## config.mk

```make
export PLATFORM = sky130hd
export DESIGN_NAME = pipe_stage_buf
export DESIGN_NICKNAME = d
export VERILOG_FILES = /design/src/rtl/pipe_stage_buf.sv
export SDC_FILE = /design/constraint.sdc
export NUM_CORES = 1
export LEC_CHECK = 0
export ABC_CLOCK_PERIOD_IN_PS = 4200
export BUFFER_PORTS_ARGS = -buffer_cell sky130_fd_sc_hd__buf_2
export CAP_MARGIN = 40
export CORE_ASPECT_RATIO = 1.5
export CORE_MARGIN = 4
export CORE_UTILIZATION = 50
export DETAILED_ROUTE_END_ITERATION = 8
export GPL_ROUTABILITY_DRIVEN = 0
export PLACE_DENSITY = 0.72
export SLEW_MARGIN = 30
export SYNTH_ARGS = -nofsm -noshare
export SYNTH_HDL_FRONTEND = slang
export SYNTH_SLANG_ARGS = --single-unit
```

## constraint.sdc

```tcl
create_clock -name clk -period 4.2 [get_ports clk]
set_input_delay 0.21 -clock clk [delete_from_list [all_inputs] [get_ports clk]]
set_output_delay 0.21 -clock clk [all_outputs]
set_load 0.005 [all_outputs]
```

## src/rtl/pipe_stage_buf.sv

```systemverilog
// Purpose: pipeline stage register with a 2-entry skid buffer, flush and a saturating bubble counter.
// Latency: 1 cycle from in_fire to out_valid_o; sustains 1 payload/cycle with out_ready_i high.
// Backpressure: in_ready_o is registered (!s_valid); the skid absorbs the one payload in flight when out_ready_i drops.
module pipe_stage_buf #(
    parameter int DATA_W         = 160,
    parameter bit CLEAR_ON_FLUSH = 1'b1,
    parameter int CNT_W          = 16
) (
    input  logic              clk,
    input  logic              rst,
    input  logic              in_valid_i,
    input  logic [DATA_W-1:0] in_data_i,
    output logic              in_ready_o,
    output logic              out_valid_o,
    output logic [DATA_W-1:0] out_data_o,
    input  logic              out_ready_i,
    input  logic              flush_i,
    output logic [CNT_W-1:0]  bubble_cnt_o,
    input  logic              cnt_clr_i
);

    localparam logic [CNT_W-1:0] CNT_ONE = CNT_W'(1);
    localparam logic [CNT_W-1:0] CNT_MAX = '1;

    // Main entry drives the outputs; skid holds the payload that arrived while main was stalled.
    logic              m_valid;
    logic [DATA_W-1:0] m_data;
    logic              s_valid;
    logic [DATA_W-1:0] s_data;
    logic [CNT_W-1:0]  bubble_cnt;

    logic in_fire;
    logic out_fire;
    logic main_free;

    assign in_ready_o   = !s_valid;
    assign out_valid_o  = m_valid;
    assign out_data_o   = m_data;
    assign bubble_cnt_o = bubble_cnt;

    assign in_fire   = in_valid_i && in_ready_o;
    assign out_fire  = out_valid_o && out_ready_i;
    // Main can take a new payload when empty or when its current one leaves this cycle.
    assign main_free = !m_valid || out_fire;

    // Storage update: flush beats everything, then refill main (skid first), else park input in skid.
    always_ff @(posedge clk or negedge rst) begin
        if (!rst) begin
            m_valid <= 1'b0;
            s_valid <= 1'b0;
            m_data  <= '0;
            s_data  <= '0;
        end else if (flush_i) begin
            // Any payload accepted this cycle is dropped; a payload taken downstream already left.
            m_valid <= 1'b0;
            s_valid <= 1'b0;
            if (CLEAR_ON_FLUSH) begin
                m_data <= '0;
                s_data <= '0;
            end
        end else if (main_free) begin
            if (s_valid) begin
                // in_ready_o is low here, so no input can be accepted alongside the skid move.
                m_data  <= s_data;
                m_valid <= 1'b1;
                s_valid <= 1'b0;
            end else if (in_fire) begin
                m_data  <= in_data_i;
                m_valid <= 1'b1;
            end else begin
                // Bubble: payload is left as-is, only the valid bit drops.
                m_valid <= 1'b0;
            end
        end else if (in_fire) begin
            s_data  <= in_data_i;
            s_valid <= 1'b1;
        end
    end

    // Bubble counter: clear wins, otherwise count empty-output cycles and stick at all-ones.
    always_ff @(posedge clk or negedge rst) begin
        if (!rst) begin
            bubble_cnt <= '0;
        end else if (cnt_clr_i) begin
            bubble_cnt <= '0;
        end else if (!m_valid && (bubble_cnt != CNT_MAX)) begin
            bubble_cnt <= bubble_cnt + CNT_ONE;
        end
    end

endmodule
```

# == Word-level counts from Yosys, hierarchy flattened ==
# Index checks and enable logic that the tools add are counted.
# classes
add_sub_neg,1
n_mux,15
n_eq_ne,2
n_reduce_logical,13
# op_table
cell,n
$mux W160,6
$mux W16,2
$add A16 B1 Y16 const B,1
$ne A16 B16 Y1 const B,1
$mux W1,7
$reduce_bool A2 Y1,3
$reduce_bool A3 Y1,2
$reduce_and A2 Y1,2
$logic_and A1 B1 Y1,3
$logic_not A1 Y1,2
$ne A2 B2 Y1 const B,1
$logic_or A1 B1 Y1,1
# totals
inputBits,166
wordCells,36
out_inout_bits,178
reg_bits,338

# == Logic depth before layout (Yosys ltp) ==
# Gate-level depths: netlist of the first run.
# logic_depth
word_depth,6
depth_mapped,7
depth_no_buf,5

# == Least setup slack after synthesis of the first run ==
# Ideal clock, no wire load.
# synth_timing
path_kind,register to register
startpoint,"register bubble_cnt[0], in the netlist bubble_cnt_o[0]"
endpoint,"register bubble_cnt[14], in the netlist bubble_cnt_o[14]"
arrival_ps,1478
setup_ps,125
setup_slack_ps,2597
n_path_buf,0
stages_incl_launch_ff,6
period_less_slack_ps,1603
required_ps,4075
cell_sequence,dfrtp_1 ha_1 and3b_1 nand3_1 nor4_1 mux2_2
# synth_between
elab_chain_cells,3
elab_cells_between_ends,6
classes_between,1 x add/sub; 1 x eq/ne; 2 x mux; 2 x reduce/logical
# synth_lines
item,line,rtl
from (decl),30,logic [CNT_W-1:0] bubble_cnt;
from (signal assigned),87,bubble_cnt <= bubble_cnt + CNT_ONE;
$add A16 B1 Y16 or $ne A16 B16 Y1 (tied branches),"87, 86",
$mux W16 or $logic_and A1 B1 Y1 (tied branches),86,end else if (!m_valid && (bubble_cnt != CNT_MAX)) begin
$mux W16 or $reduce_bool A2 Y1 (tied branches),n/a,
# Parallel ways exist; a longest one is shown, timed or not. The select of a mux whose other input is x is not followed.
# A chain may end at the register's enable or synchronous reset.

# == Final worst setup path of the first run ==
# layout_timing
startpoint,register s_valid
endpoint,output port in_ready_o
# layout_between
elab_chain_cells,1
# layout_lines
item,line,rtl
from (decl),28,logic s_valid;
from (signal assigned),50,s_valid <= 1'b0;
from (signal assigned),56,s_valid <= 1'b0;
from (signal assigned),66,s_valid <= 1'b0;
$logic_not A1 Y1,36,assign in_ready_o = !s_valid;
to (decl),13,"output logic in_ready_o,"
# No other way between the ends.

==> results of run 1 <==
## layer usage
layer	vias to the layer above	global-route usage, %	routed length, um
met5	-	0	13
met4	2	12.3	2170
met3	114	5.00	2500
met2	423	40.8	19100
met1	5392	32.5	15500
li1	4796	-	-
## critical path: stages, from the launching register on
cell and delay [ns]:
dfrtp_4 0.80, buf_6 0.62, inv_1 0.14, buf_2 0.18
## report_power, final
part,total [W],internal [W],switching [W]
sequential,0.00349,0.00340,0.0000906
clock,0.00294,0.00172,0.00122
combinational,0.000787,0.000376,0.000411
## state kept, by name, summed over array words and instances, names as in the netlist
name / count
s_data: 160
out_valid_o: 1
bubble_cnt_o: 16
out_data_o: 160
s_valid: 1
## layout make-up
| class | count | area, sq um |
|---|---|---|
| clock buffers | 49 | 983 |
| fillers | 1899 | 8800 |
| clock inverters | 6 | 82.6 |
| inverters | 4 | 15.0 |
| diodes | 1 | 2.50 |
| repair buffers | 527 | 3650 |
| flip-flops and latches | 338 | 8460 |
| multi-input cells | 565 | 4980 |
| well taps | 342 | 428 |
## worst max-delay path by stage
stage	from	to	slack, ns	cells after the start
2_1_floorplan	bubble_cnt_o[0]	bubble_cnt_o[14]	2.60	5
3_3_place_gp	s_valid	s_data[1]	1.79	4
3_5_place_dp	s_valid	s_data[11]	1.75	4
4_1_cts	s_valid	in_ready_o	1.67	3
5_1_grt	s_valid	in_ready_o	1.53	3
6_report	s_valid	in_ready_o	1.59	3
## metrics by stage
stage | hold slack [ns] | utilization [%] | worst slack (ns) | cell area (sq um) | instances
finish | 0.0504 | 67.9 | 1.59 | 18600 | 1832
global route | 0.0558 | 67.9 | 1.53 | 18600 | 1832
CTS | 0.0249 | 67.7 | 1.67 | 18600 | 1828
detailed placement | 0.371 | 57.8 | 1.75 | 15800 | 1609
global placement | 0.371 | 57.5 | 1.79 | 15800 | 1606
floorplan | -0.0856 | - | 2.60 | 14000 | 999
## Yosys cell counts, types with 5 or more instances
cell type / instances
nand2_1: 5
dfrtp_1: 338
nand3_1: 5
o2bb2ai_1: 160
mux2i_1: 161
buf_2: 59
o21ai_0: 5
a21oi_1: 10
a22o_1: 160
clkbuf_1: 19
nor2_1: 8
buf_8: 11
## cell families after synthesis
family / count (synthesis)
AO/OA/AOI/OAI: 347
flip-flops: 338
multiplexers: 163
buffers and inverters: 96
AND/OR/NAND/NOR: 54
adder cells (fa/ha/maj): 1
==> reports/metrics.yaml, run 1 <==
status: "finished, final reports clean"
seq_area_frac_synth_pct: 60.5
clockBufferDepth: 3
ant_nets: 0
power_w: 0.00721
cts_buffers: 31
wl_per_cell_um: 21.5
arrival_ns: 2.40
reg2reg_from: "out_valid_o"
cts.repair.resized: 0
start_util_pct: 51.0
area_growth_pct: 33.1
end_kind: "primary output"
clock_skew_ns: 0.00901
grt_pass1_vias: 11448
min_period_ns: 2.61
synth_fa_ha_area_share_pct: 0.0895
routed_wl_um: 39300
drtIter0Drc: 718
timing.rr.end: "s_data[1]"
port_buffers: 343
drc: 0
num_vias: 10727
vdd_ir_drop_max_mv: 0.309
drv_slew: 0
track_usage_pct: 25.2
synth_xor_area_share_pct: 0
setup_viol_count_final: 0
yosys_warnings: 0
maxCapViolations: 0
mostFrequentLayoutCell: "buf_2"
final.setup.tns_ns: 0
required_ns: 3.99
synthArstFlopShare_pct: 100
die-area_sq_um: 30800
power.density_nw_per_um2: 388
synthCells: 999
reg2reg_depth: 5
synthMuxAreaShare_pct: 11.7
hp-class: "in -> reg"
cts_max_level: 1
clkTransAtPathRegs_ns: 0.07
die_w_um: 145
antenna_found_initial: 2
nNetsFinal: 1634
clk_latency_ns: 0.56
fmax_mhz: 384
hp-start: "cnt_clr_i"
synth-edff-count: 0
tightest_slew_ns: 0.769
dpl.hpwl_um: 23100
fin_crit_sh_pct: 62.1
syn_area_sq_um: 14000
synth_top_area_share_pct: 60.5
start_kind: "register"
grt_pass1_wl_um: 62400
synth-simple-area-share_pct: 2.43
yosysUniqueCellTypes: 43
synth-compound-area-share_pct: 21.2
rsz0062_at_grt: "no"
ys_top_cells_by_area: "dfrtp_1 (60%), mux2i_1 (12%), a22o_1 (10%), o2bb2ai_1 (10%), buf_2 (2.1%)"
fp.coreArea_sq_um: 27400
synth-seq-cells: 338
syn_avg_cell_area_sq_um: 14.0
ys.flop_type: "dfrtp_1"
yosysTopAreaCell: "dfrtp_1"
avgViaCountPerCell: 5.86
synth_top_family_by_area: "compound AO/OA/AOI/OAI gates"
syn_nets: 1166
cts-root-buf: "clkbuf_16"
hold_buffers: 164
whs_path_depth: 2
fp.dieH_um: 213
dr.pass1.iters: 5
layout_common_cells: "buf_2 (343), dfrtp_1 (337), dlygate4sd3_1 (164)"
leakage_nw: 8.75
clock-sinks: 338
tritoncts: "yes"
io_pins: 344
r2r_setup_slack_ns: 1.73
drive_above_1_share_pct: 28.7
postCtsSetupBuffers: 0
final_hold_viol_count: 0
cp_max_fo: 58
hold_end: "bubble_cnt_o[10]"
rows: 74
grt_start_max_net_pins: 118
crit_type: "reg -> out"
max-slew-margin-rel_pct: 48.7
grt_overflow: 0
Power figures use the tool's default switching activity.
==> run 2: changes to the inputs <==
--- a/config.mk
+++ b/config.mk
@@ -5,7 +5,7 @@
 export SDC_FILE = /design/constraint.sdc
 export NUM_CORES = 1
 export LEC_CHECK = 0
-export ABC_CLOCK_PERIOD_IN_PS = 4200
+export ABC_CLOCK_PERIOD_IN_PS = 2520
 export BUFFER_PORTS_ARGS = -buffer_cell sky130_fd_sc_hd__buf_2
 export CAP_MARGIN = 40
 export CORE_ASPECT_RATIO = 1.5
==> constraint.sdc (replaced) <==
create_clock -name clk -period 2.52 [get_ports clk]
set_input_delay 0.126 -clock clk [delete_from_list [all_inputs] [get_ports clk]]
set_output_delay 0.126 -clock clk [all_outputs]
set_load 0.005 [all_outputs]
==> run 2 against run 1 <==
Clock power increased by 69%. Total power increased by 68%. Global-route usage up 0.30 points. Clock-buffer cell count unchanged. Sequential share of layout area down 0.34 points. First-iteration DRC count is 15% lower. Utilization increased by 0.51 points. Flip-flop and latch count unchanged. Sequential power increased by 66%. Critical path type is now reg -> reg. Highest routed layer unchanged.
==> reports/metrics.yaml, run 2 (same netlist as run 1, synthesis figures left out) <==
slowest_stage: "dfrtp_1"
port_buffers: 343  # unchanged
fp.dieH_um: 213  # unchanged
dr.pass1.iters: 5  # unchanged
clkTransAtPathRegs_ns: 0.06  # about the same
io_pins: 344  # unchanged
regArea_sq_um: 8460  # unchanged
rows: 74  # unchanged
avgViaCountPerCell: 5.88  # +0.46%
area_growth_pct: 34.1
multiInputGateArea_sq_um: 4980  # unchanged
slowest_delay_ns: 0.53  # -0.27 ns
grt_start_max_net_pins: 92  # -22%
track_usage_pct: 25.5  # +0.30 points
setup_viol_count_final: 0  # unchanged
cts-root-buf: "clkbuf_16"
antenna_found_initial: 3  # +1
tritoncts: "yes"
drive_above_1_share_pct: 29.1  # +0.42 points
tightest_slew_ns: 0.759  # -0.0103 ns
num_vias: 10871  # +1.3%
vdd_ir_drop_max_mv: 0.553  # +79%
die-area_sq_um: 30800  # unchanged
r2r_setup_slack_ns: 0.55  # -1.18 ns
fp.coreArea_sq_um: 27400  # unchanged
timing.rr.end: "s_data[136]"
grt_pass1_vias: 11653  # +1.8%
start_util_pct: 51.0  # unchanged
rsz0062_at_grt: "no"
path_buf_inv: 2  # -1
hp-class: "in -> async"
arrival_ns: 2.37  # -0.03 ns
cts_buffers: 34  # +9.7%
hold_buffers: 166  # +1.2%
ant_nets: 0  # unchanged
final_hold_viol_count: 0  # unchanged
fillers: 1892  # -0.37%
cts.repair.resized: 0  # unchanged
end_kind: "register"
fin_crit_sh_pct: 78.3
min_period_ns: 1.97
final.setup.tns_ns: 0  # unchanged
crit_chain: "nand2b_1 > nor3b_2 > nor2_4 > buf_4 > buf_16 > a22o_1"
grt_overflow: 0  # unchanged
critPathTopFamily: "flip-flops"
cp_max_fo: 54  # -6.9%
clockBufferDepth: 3  # unchanged
nNetsFinal: 1646  # +0.73%
layout_common_cells: "buf_2 (342), dfrtp_1 (337), dlygate4sd3_1 (166)"
postCtsSetupBuffers: 0  # unchanged
clock-sinks: 338  # unchanged
drv_slew: 0  # unchanged
leakage_nw: 8.83  # +0.82%
fmax_mhz: 506
max-slew-margin-rel_pct: 49.4  # +0.69 points
reg2reg_depth: 6  # +1
crit_type: "reg -> reg"
clk_latency_ns: 0.52  # -0.04 ns
cts_max_level: 2  # +1
wl_per_cell_um: 21.6  # +0.55%
reg2reg_from: "out_valid_o"
grt_pass1_wl_um: 62800  # +0.67%
start_kind: "register"
required_ns: 2.92  # -1.07 ns
mostFrequentLayoutCell: "buf_2"
drc: 0  # unchanged
drtIter0Drc: 613  # -15%
power.density_nw_per_um2: 646  # +67%
routed_wl_um: 39900  # +1.4%
status: "finished, final reports clean"
clock_skew_ns: 0.0124  # +0.00338 ns
die_w_um: 145  # unchanged
power_w: 0.0121  # +68%
maxCapViolations: 0  # unchanged
dpl.hpwl_um: 23800  # +3.0%
==> run 2: worst max path at each step <==
stage	from	end	slack [ns]	depth (start not counted)
floorplan	bubble_cnt_o[0]	bubble_cnt_o[14]	0.92	5
global placement	out_valid_o	s_data[3]	0.58	5
detailed placement	out_valid_o	s_data[131]	0.56	6
CTS	out_valid_o	s_data[136]	0.55	6
global route	out_valid_o	s_data[126]	0.36	6
finish	out_valid_o	s_data[136]	0.55	6
==> run 2: final cells by class <==
cell class / instances / area share (%)
repair buffers: 536 / 20.0
flip-flops and latches: 338 / 45.1
well taps: 342 / 2.28
clock inverters: 10 / 0.300
clock buffers: 49 / 5.55
multi-input cells: 565 / 26.6
inverters: 4 / 0.0801
diodes: 4 / 0.0534
==> run 2: power breakdown <==
group	internal, W	switching (W)	leakage (nW)
clock network	0.00288	0.00208	0.553
registers	0.00566	0.000151	4.60
logic	0.000636	0.000693	3.67
total	0.00918	0.00293	8.83
==> run 2: through the flow <==
step	worst slack, ns	hold slack (ns)	area [sq um]	cells	util (%)
global placement	0.579	0.153	15900	1617	58.1
CTS	0.552	0.208	18700	1844	68.4
global route	0.358	0.229	18700	1845	68.4
floorplan	0.917	-0.170	14000	999	-
finish	0.546	0.174	18700	1848	68.4
detailed placement	0.560	0.156	16000	1619	58.3
==> run 2: per-layer routing <==
metal  vias to the layer above  global-route usage [%]  wire, um
met2                       404                    42.3     20100
met1                      5525                    31.6     15300
met3                       110                    6.05      2640
met4                         2                    11.8      1870
li1                       4830                       -         -
met5                         -                       0         8
==> run 3: changes to the inputs <==
--- a/config.mk
+++ b/config.mk
@@ -5,7 +5,7 @@
 export SDC_FILE = /design/constraint.sdc
 export NUM_CORES = 1
 export LEC_CHECK = 0
-export ABC_CLOCK_PERIOD_IN_PS = 2520
+export ABC_CLOCK_PERIOD_IN_PS = 1900
 export BUFFER_PORTS_ARGS = -buffer_cell sky130_fd_sc_hd__buf_2
 export CAP_MARGIN = 40
 export CORE_ASPECT_RATIO = 1.5
==> constraint.sdc (replaced) <==
create_clock -name clk -period 1.9 [get_ports clk]
set_input_delay 0.095 -clock clk [delete_from_list [all_inputs] [get_ports clk]]
set_output_delay 0.095 -clock clk [all_outputs]
set_load 0.005 [all_outputs]
==> run 3 against run 2 <==
Via count rose by 1.0%. Cell area rose by 0.71%. Wire length rose by 0.92%. Global-route usage barely moved. Total power rose by 31%. Non-clock buffer count rose by 11. Final cell count rose by 0.60%. Highest routed layer unchanged.
==> reports/metrics.yaml, run 3 (same netlist as run 1, synthesis figures left out) <==
drv_slew: 0  # unchanged
nNetsFinal: 1655  # +0.55%
fp.coreArea_sq_um: 27400  # unchanged
multiInputGateArea_sq_um: 4990  # +0.18%
fin_crit_sh_pct: 95.8
die_w_um: 145  # unchanged
min_period_ns: 1.82
avgViaCountPerCell: 5.91  # +0.41%
fillers: 1856  # -1.9%
drc: 0  # unchanged
hold_ws_ns: 0.0463  # -0.127 ns
routed_wl_um: 40300  # +0.92%
reg2reg_from: "bubble_cnt_o[0]"
io_pins: 344  # unchanged
antenna_found_initial: 4  # +1
regArea_sq_um: 8460  # unchanged
cts_max_level: 1  # -1
arrival_ns: 1.72  # -0.65 ns
grt_pass1_wl_um: 63100  # +0.42%
wl_per_cell_um: 21.7  # +0.32%
clk_latency_ns: 0.57  # +0.05 ns
area_growth_pct: 35.0
clkTransAtPathRegs_ns: 0.06  # about the same
required_ns: 1.80  # -1.12 ns
cts_buffers: 31  # -8.8%
cp_max_fo: 68  # +26%
fp.dieH_um: 213  # unchanged
final_hold_viol_count: 0  # unchanged
num_vias: 10980  # +1.0%
start_util_pct: 51.0  # unchanged
maxCapViolations: 0  # unchanged
clockBufferDepth: 3  # unchanged
fmax_mhz: 549
power.density_nw_per_um2: 838  # +30%
ant_nets: 0  # unchanged
die-area_sq_um: 30800  # unchanged
leakage_nw: 8.88  # +0.68%
max-slew-margin-rel_pct: 52.3  # +2.9 points
drive_above_1_share_pct: 29.9  # +0.85 points
crit_start: "s_valid"
setup_viol_count_final: 0  # unchanged
clock_skew_ns: 0.0127  # +0.000268 ns
port_buffers: 343  # unchanged
grt_overflow: 0  # unchanged
rsz0062_at_grt: "no"
r2r_setup_slack_ns: 0.08  # -0.47 ns
status: "finished, final reports clean"
grt_pass1_vias: 11498  # -1.3%
drtIter0Drc: 703  # +15%
grt_start_max_net_pins: 95  # +3.3%
dpl.hpwl_um: 24700  # +3.7%
mostFrequentLayoutCell: "buf_2"
cts-root-buf: "clkbuf_16"
rows: 74  # unchanged
timing.rr.end: "bubble_cnt_o[14]"
hp-class: "in -> async"
start_kind: "register"
layout_common_cells: "buf_2 (342), dfrtp_1 (337), dlygate4sd3_1 (165)"
tritoncts: "yes"
clock-sinks: 338  # unchanged
end_kind: "primary output"
track_usage_pct: 25.5  # about the same
reg2reg_depth: 5  # -1
final.setup.tns_ns: 0  # unchanged
crit_type: "reg -> out"
dr.pass1.iters: 4  # -1
tightest_slew_ns: 0.716  # -0.0430 ns
vdd_ir_drop_max_mv: 0.689  # +25%
-- run 3: area by class of cell --
cell class	instances	share of cell area, %
multi-input combinational	566	26.4
antenna	4	0.0530
clock buffer	36	4.37
clock inverter	22	1.05
inverter	4	0.0795
timing repair buffer	547	20.9
tap	342	2.27
sequential	338	44.8
-- run 3: layer usage --
metal | wire length [um] | global-route usage (%) | share of wire, %
met1 | 15500 | 32.4 | 38
met2 | 20400 | 42.9 | 51
met3 | 2670 | 4.95 | 6.6
met4 | 1750 | 10.6 | 4.3
met5 | 13 | 0 | 0.032
-- run 3: what timing repair did --
| action | in CTS | in global routing |
|---|---|---|
| endpoints found under the hold margin | 673 | 0 |
| endpoints found under the setup margin | 0 | 70 |
| gates resized for setup | 0 | 2 |
| hold buffers | 165 | 0 |
| setup buffers | 0 | 3 |
-- run 3: where the power goes --
group / total, W / internal, W / leakage (nW) / switching, W
logic: 0.00179 / 0.000865 / 3.76 / 0.000929
clock network: 0.00631 / 0.00352 / 0.520 / 0.00279
registers: 0.00770 / 0.00751 / 4.60 / 0.000198
total: 0.0158 / 0.0119 / 8.88 / 0.00392
-- run 3: worst max-delay path by stage --
stage | endpoint | slack (ns)
finish | in_ready_o | 0.08
global placement | s_data[4] | 0.08
CTS | s_data[129] | 0.01
detailed placement | s_data[24] | 0.04
floorplan | bubble_cnt_o[14] | 0.30
global route | in_ready_o | 0.01
-- run 3: through the flow --
step / total power (W) / worst slack, ns / utilization, % / instances / instance area (sq um)
2_1_floorplan: 0.00844 / 0.297 / - / 999 / 14000
3_3_place_gp: 0.00929 / 0.0784 / 58.9 / 1628 / 16100
3_5_place_dp: 0.00932 / 0.0365 / 58.9 / 1628 / 16100
4_1_cts: 0.0160 / 0.0121 / 68.6 / 1851 / 18800
5_1_grt: 0.0165 / 0.0125 / 68.9 / 1858 / 18900
6_report: 0.0158 / 0.0801 / 68.9 / 1859 / 18900
-- run 3: worst max-delay path, stage by stage, from the launching register on --
cell	delay (ns)
dfrtp_4	0.47
buf_16	0.33
inv_1	0.07
buf_2	0.14
